$ cat config.mk
export PLATFORM = sky130hd
export DESIGN_NAME = ncl_injetor_4bits
export DESIGN_NICKNAME = d
export VERILOG_FILES = /design/src/rtl/ncl_pkg.sv /design/src/rtl/sincronizador_2ff.sv /design/src/rtl/ncl_injetor_4bits.sv
export SDC_FILE = /design/constraint.sdc
export NUM_CORES = 1
export LEC_CHECK = 0
export CAP_MARGIN = 15
export CORE_AREA = 3 3 81 83
export DETAILED_ROUTE_END_ITERATION = 16
export DIE_AREA = 0 0 84 86
export PLACE_DENSITY = 0.65
export REMOVE_ABC_BUFFERS = 1
export SLEW_MARGIN = 5
export SYNTH_ARGS = -nofsm -noshare
export SYNTH_HDL_FRONTEND = slang
export SYNTH_SLANG_ARGS = --single-unit
$ cat constraint.sdc
create_clock -name clk -period 3.5 [get_ports clk]
set_input_delay 0.875 -clock clk [delete_from_list [all_inputs] [get_ports clk]]
set_output_delay 0.875 -clock clk [all_outputs]
set_load 0.02 [all_outputs]
$ cat src/rtl/ncl_pkg.sv
// Shared dual-rail helpers and FSM state type
// for the NCL operand injector.
package ncl_pkg;

  localparam logic [1:0] DR_NULL = 2'b00;

  typedef enum logic [1:0] {
    IDLE,
    DATA,
    NULL
  } ncl_state_t;

  // True rail on the high wire, false rail on the low wire.
  function automatic logic [1:0] dr_enc(input logic b);
    return {b, ~b};
  endfunction

  function automatic logic [7:0] dr_enc4(input logic [3:0] v);
    logic [7:0] r;
    r = '0;
    for (int i = 0; i < 4; i++) begin
      r[2*i +: 2] = dr_enc(v[i]);
    end
    return r;
  endfunction

endpackage

$ cat src/rtl/sincronizador_2ff.sv
// Two-flop synchronizer for the asynchronous
// completion acknowledge.
module sincronizador_2ff (
  input  logic clk,
  input  logic rst,
  input  logic d_i,
  output logic q_o
);

  logic s1_q;
  logic s2_q;

  always_ff @(posedge clk) begin
    if (rst) begin
      s1_q <= 1'b0;
      s2_q <= 1'b0;
    end else begin
      s1_q <= d_i;
      s2_q <= s1_q;
    end
  end

  assign q_o = s2_q;

endmodule

$ cat src/rtl/ncl_injetor_4bits.sv
// Binary-to-NCL four-phase injector: drives dual-rail
// DATA/NULL wavefronts into an adder stage.
module ncl_injetor_4bits
  import ncl_pkg::*;
#(
  parameter int unsigned TIMEOUT = 1023
) (
  input  logic        clk,
  input  logic        rst,
  input  logic        in_valid,
  output logic        in_ready,
  input  logic [3:0]  in_a,
  input  logic [3:0]  in_b,
  input  logic        in_cin,
  output logic [7:0]  a,
  output logic [7:0]  b,
  output logic [1:0]  opr,
  input  logic        ack,
  output logic        err,
  output logic [15:0] tokens
);

  localparam int WDW = $clog2(TIMEOUT + 1);
  localparam logic [WDW-1:0] WD_MAX = WDW'(TIMEOUT);

  ncl_state_t     state_q;
  logic [7:0]     a_q;
  logic [7:0]     b_q;
  logic [1:0]     opr_q;
  logic           err_q;
  logic [15:0]    tokens_q;
  logic [WDW-1:0] wd_q;
  logic [WDW-1:0] wd_d;
  logic           ack_s;

  sincronizador_2ff u_sync (
    .clk (clk),
    .rst (rst),
    .d_i (ack),
    .q_o (ack_s)
  );

  assign wd_d = (wd_q == WD_MAX) ? wd_q : wd_q + 1'b1;

  assign in_ready = (state_q == IDLE) && !ack_s && !rst;

  // Timeout only flags; the handshake keeps waiting.
  always_ff @(posedge clk) begin
    if (rst) begin
      state_q  <= IDLE;
      a_q      <= '0;
      b_q      <= '0;
      opr_q    <= DR_NULL;
      err_q    <= 1'b0;
      tokens_q <= '0;
      wd_q     <= '0;
    end else begin
      unique case (state_q)
        IDLE: begin
          wd_q <= '0;
          if (in_valid && in_ready) begin
            a_q     <= dr_enc4(in_a);
            b_q     <= dr_enc4(in_b);
            opr_q   <= dr_enc(in_cin);
            state_q <= DATA;
          end
        end
        DATA: begin
          if (ack_s) begin
            a_q     <= '0;
            b_q     <= '0;
            opr_q   <= DR_NULL;
            wd_q    <= '0;
            state_q <= NULL;
          end else begin
            wd_q <= wd_d;
            if (wd_d == WD_MAX) err_q <= 1'b1;
          end
        end
        NULL: begin
          if (!ack_s) begin
            tokens_q <= tokens_q + 16'd1;
            wd_q     <= '0;
            state_q  <= IDLE;
          end else begin
            wd_q <= wd_d;
            if (wd_d == WD_MAX) err_q <= 1'b1;
          end
        end
        default: begin
          state_q <= IDLE;
        end
      endcase
    end
  end

  assign a      = a_q;
  assign b      = b_q;
  assign opr    = opr_q;
  assign err    = err_q;
  assign tokens = tokens_q;

endmodule

After elaboration in Yosys (flattened, before gate mapping)
Cells that the tools add are included.
{"block": "totals", "register_bits": 49, "latchBits": 0, "ram_bits": 0, "mem_bits_ro": 0, "inputBits": 13, "output_inout_bits": 36, "word_cells": 63, "mem_count": 0}
{"block": "op_classes", "addsub": 2, "n_mul": 0, "div": 0, "n_lt_le_gt_ge": 0, "n_eq_ne": 9, "shifts": 0, "mux": 20, "bitwise_logic": 10, "reduce_logical": 13}
{"cell": "one-hot mux 8 bit (2 select lines)", "count": 2}
{"cell": "two-way mux 10 bit", "count": 3}
{"cell": "one-hot mux 10 bit (3 select lines)", "count": 1}
{"cell": "two-way mux 8 bit", "count": 3}
{"cell": "== test 10 bit, second input constant", "count": 2}
{"cell": "adder 16 x 1 -> 16 bit, second input constant", "count": 1}
{"cell": "adder 10 x 1 -> 10 bit, second input constant", "count": 1}
{"cell": "two-way mux 2 bit", "count": 5}
{"cell": "inverter 1 bit", "count": 10}
{"cell": "AND reduction 3 bit", "count": 3}
{"cell": "!= test 2 x 1 -> 1 bit, second input constant", "count": 3}
{"cell": "one-hot mux 2 bit (3 select lines)", "count": 1}
{"cell": "!= test 2 bit, second input constant", "count": 2}
{"cell": "one-hot mux 2 bit (2 select lines)", "count": 1}
{"cell": "nonzero test 2 bit", "count": 2}
{"cell": "logical AND 1 bit", "count": 3}
{"cell": "two-way mux 1 bit", "count": 3}
{"cell": "nonzero test 3 bit", "count": 1}
{"cell": "== test 2 x 1 -> 1 bit, second input constant", "count": 1}
{"cell": "== test 2 bit, second input constant", "count": 1}
{"cell": "logical NOT 1 bit", "count": 2}
{"cell": "logical NOT 2 bit", "count": 1}
{"cell": "one-hot mux 1 bit (2 select lines)", "count": 1}
{"cell": "AND reduction 2 bit", "count": 1}

Depth between registers and ports, before layout
{"block": "depth", "word_depth": 6, "depth_mapped": 10, "mapped_depth_nobuf": 7}

Hierarchy
Synthesis repeated with hierarchy kept, for this count alone.
{"block": "unflattened", "cells_unflattened": 282, "hier_area_um2": 2338.5}
{"module": "ncl_injetor_4bits", "instances": 1, "cells_per_inst": 278, "area_each_um2": 2285.9}
{"module": "sincronizador_2ff", "instances": 1, "cells_per_inst": 4, "area_each_um2": 52.6}

Least setup slack after synthesis
OpenSTA, ideal clock, no wires.
{"block": "synth_timing", "kind": "input -> output", "from": "input rst", "to": "output in_ready", "arrival_time_ns": 1.514, "required_time_ns": 2.625, "slack_ns": 1.111, "cell_stages": 3, "cell_sequence": "buf_2 clkbuf_1 nor2_1"}
{"block": "synth_between", "elab_chain_cells": 2}
{"element": "start, declared", "line_no": "ncl_injetor_4bits.sv:9", "source": "input logic rst,"}
{"element": "logical NOT 1 bit", "line_no": "ncl_injetor_4bits.sv:45", "source": "assign in_ready = (state_q == IDLE) && !ack_s && !rst;"}
{"element": "logical AND 1 bit", "line_no": "ncl_injetor_4bits.sv:45"}
{"element": "end, declared", "line_no": "ncl_injetor_4bits.sv:11", "source": "output logic in_ready,"}
Every way passes these cells.

Worst setup path after layout
{"block": "layout_timing", "from": "register state_q[0]", "to": "output in_ready"}
{"block": "layout_between", "elab_chain_cells": 3}
{"element": "start, declared", "line_no": "ncl_injetor_4bits.sv:26", "source": "ncl_state_t state_q;"}
{"element": "start signal, assigned", "line_no": "ncl_injetor_4bits.sv:50", "source": "state_q <= IDLE;"}
{"element": "start signal, assigned", "line_no": "ncl_injetor_4bits.sv:65", "source": "state_q <= DATA;"}
{"element": "start signal, assigned", "line_no": "ncl_injetor_4bits.sv:74", "source": "state_q <= NULL;"}
{"element": "logical NOT 2 bit", "line_no": "ncl_injetor_4bits.sv:45"}
{"element": "logical AND 1 bit (2 in a row)", "line_no": "ncl_injetor_4bits.sv:45"}
Every way passes these cells.

==> impl_metrics.json <==
{
  "status": "finished, final reports clean",
  "fin_skew_ns": 0.00820,
  "grt_max_degree": 51,
  "fp.dieW_um": 84,
  "clock_power_share_pct": 29.9,
  "syn_inst": 280,
  "portBuffers": 48,
  "yosysWarnings": 0,
  "min_period_ns": 2.67,
  "cts_hold_buffers": 0,
  "gr-total-overflow": 0,
  "cap_violations": 0,
  "clk_pin_slew_worst_paths_ns": 0.08,
  "place_congestion": 0.810,
  "power_density_nw_per_um2": 368,
  "grt_pass1_vias": 1880,
  "p_int_uw": 803,
  "worstPathMaxFanout": 4,
  "fin_nets": 342,
  "min_path_type": "reg2reg",
  "postRouteAntennaNets": 0,
  "slew_headroom_pct": 47.5,
  "drv_slew": 0,
  "final_layout_size_suffix_gt1_share_pct": 8.36,
  "drcViolationCount": 0,
  "cp.arrival_ns": 1.79,
  "synth-seq-cells": 49,
  "grt.total_usage_pct": 14.0,
  "fillCellCount": 570,
  "path_cells": "inv_1 -> ha_1 -> nand2b_4 -> nor2_1 -> clkdlybuf4s50_1",
  "worst_slew_pin_slew_ns": 0.787,
  "clockRootBuffer": "clkbuf_8",
  "rsz0062_at_grt": "no",
  "drt-initial-drc-count": 115,
  "die_h_um": 86,
  "synthFlopType": "dfxtp_1",
  "swShare_pct": 27.7,
  "cts_tree": "done",
  "synth_top_cell_by_area": "dfxtp_1",
  "routed_wl_um": 5010,
  "crit_slowest_cell": "clkdlybuf4s50_1",
  "seq_power_share_pct": 53.0,
  "mostFrequentLayoutCells": "49 x dfxtp_1, 47 x clkdlybuf4s50_1, 35 x nor2_1, 32 x a21oi_1, 20 x nand2_1",
  "timing.final.crit_share_pct": 76.2,
  "io_pins": 49,
  "cts_setup_buffers": 0,
  "core_um2": 5920,
  "antenna_found_initial": 0,
  "multi_input_comb_area_um2": 1330,
  "syn_avg_cell_area_um2": 8.63,
  "cts_buffers": 5,
  "seq_area_um2": 981,
  "rows": 28,
  "p_comb_share_pct": 17.2,
  "setup_violations": 0,
  "end_kind": "primary output",
  "vias": 2029,
  "cts_buffer_depth": 2,
  "worst_path_largest_cell_delay_ns": 0.61,
  "avgViaCountPerCell": 5.10,
  "dp_hpwl_um": 3520,
  "initial_core_util_pct": 40.8,
  "grt_first_pass_wirelength_um": 8490,
  "ys_async_sr_fraction_pct": 0,
  "layout_commonest_cell": "dfxtp_1",
  "start_kind": "flop",
  "synth.top_cell.area_share_pct": 40.6,
  "dp_slack_ns": 0.911,
  "synth_edf_count": 0,
  "setup_tns_ns": 0,
  "setup_slack_ns": 0.834,
  "yosysUniqueCellTypes": 44,
  "switchingPower_uw": 307,
  "synth.area.top_cells": "dfxtp_1 41%, a21oi_1 6.6%, nor2_1 5.4%",
  "critPathRequiredTime_ns": 2.62,
  "wl_per_cell_um": 12.6,
  "clock_latency_ns": 0.30,
  "p_leak_nw": 1.07,
  "diodes": 0,
  "hold_viol": 0,
  "ys_seq_area_share_pct": 40.6,
  "clock.fmax_mhz": 375,
  "syn_to_final_growth_pct": 24.6,
  "die_area_um2": 7220,
  "h-tree-depth": 2,
  "first_pass_iters": 4,
  "hold_slack_ns": 0.440,
  "path_class": "reg2out",
  "clock_sinks": 49,
  "peakVddDrop_uv": 296,
  "post_cts_resized": 0,
  "syn_area_um2": 2420
}
==> per-stage QoR <==
step	area (um2)	total power, mW	cells	util (%)
finish	3010	1.11	398	50.9
detailed placement	2930	0.794	390	49.4
global placement	2930	0.792	390	49.4
CTS	3010	1.13	398	50.9
global route	3010	1.17	398	50.9
floorplan	2330	0.713	264	-
==> logic make-up after synthesis <==
group           share of synthesized area (%)
fa+ha+maj                                3.62
mux                                      1.71
buf+inv                                  4.50
flops                                    40.6
simple gates                             32.7
xor+xnor                                 3.99
compound gates                           12.9
==> final cells by class <==
cell class / instances / share of cell area (%)
inverter: 7 / 0.872
timing repair buffer: 51 / 16.5
clock buffer: 6 / 2.41
sequential: 49 / 32.6
tap: 75 / 3.11
multi-input combinational: 208 / 44.1
clock inverter: 2 / 0.457
==> path summary, 6_finish.rpt <==
| check | from | endpoint | slack [ns] | cells after the start |
|---|---|---|---|---|
| worst min register to register | u_sync.s1_q$_SDFF_PP0_ | u_sync.q_o$_SDFF_PP0_ | 0.44 | 1 |
| worst max register to register | state_q[1]$_SDFFE_PP0P_ | wd_q[3]$_SDFFE_PP0P_ | 1.16 | 6 |
| worst max-delay path | state_q[0]$_SDFFE_PP0P_ | in_ready | 0.83 | 5 |
| worst min-delay path | u_sync.s1_q$_SDFF_PP0_ | u_sync.q_o$_SDFF_PP0_ | 0.44 | 1 |
==> cell usage after synthesis, drive strengths merged (2+ instances only) <==
| cell type | number |
|---|---|
| ha | 7 |
| nand3b | 12 |
| or3 | 4 |
| dfxtp | 49 |
| nand4 | 5 |
| nand2 | 20 |
| xnor2 | 9 |
| nand2b | 2 |
| a32oi | 2 |
| and3 | 3 |
| mux2i | 3 |
| xor2 | 2 |
| nor2b | 6 |
| o21ai | 13 |
| nor3 | 20 |
| a21oi | 32 |
| buf | 7 |
| and2 | 3 |
| nor2 | 35 |
| and4 | 2 |
| inv | 7 |
| nor4 | 3 |
| clkbuf | 9 |
| nor3b | 2 |
| nand3 | 13 |
==> worst max-delay path, delay by kind of cell, from the launching register on <==
| family | cells | cell delay (ns) |
|---|---|---|
| AND/OR/NAND/NOR | 2 | 0.18 |
| buffers and inverters | 2 | 0.72 |
| adder cells (fa/ha/maj) | 1 | 0.26 |
| flip-flops | 1 | 0.34 |
==> state kept, by name (all words and copies together) (netlist names) <==
| name | count |
|---|---|
| state_q | 2 |
| a | 8 |
| opr | 2 |
| wd_q | 10 |
| u_sync.s1_q | 1 |
| err | 1 |
| u_sync.q_o | 1 |
| b | 8 |
| tokens | 16 |
==> power groups by stage <==
stage	clock, mW	sequential (mW)	combinational, mW
CTS	0.350	0.588	0.193
global route	0.369	0.591	0.209
finish	0.331	0.588	0.191
detailed placement	0	0.601	0.193
floorplan	0	0.619	0.0944
global placement	0	0.600	0.192
==> metal layers <==
layer  wire length [um]  vias up  global-route usage (%)
li1                   -     1057                       -
met1               2350      918                    17.7
met2               2380       48                    24.4
met3                235        6                    3.27
met4                 44        0                    3.07
met5                  0        -                       0
Power figures use the tool's default switching activity.
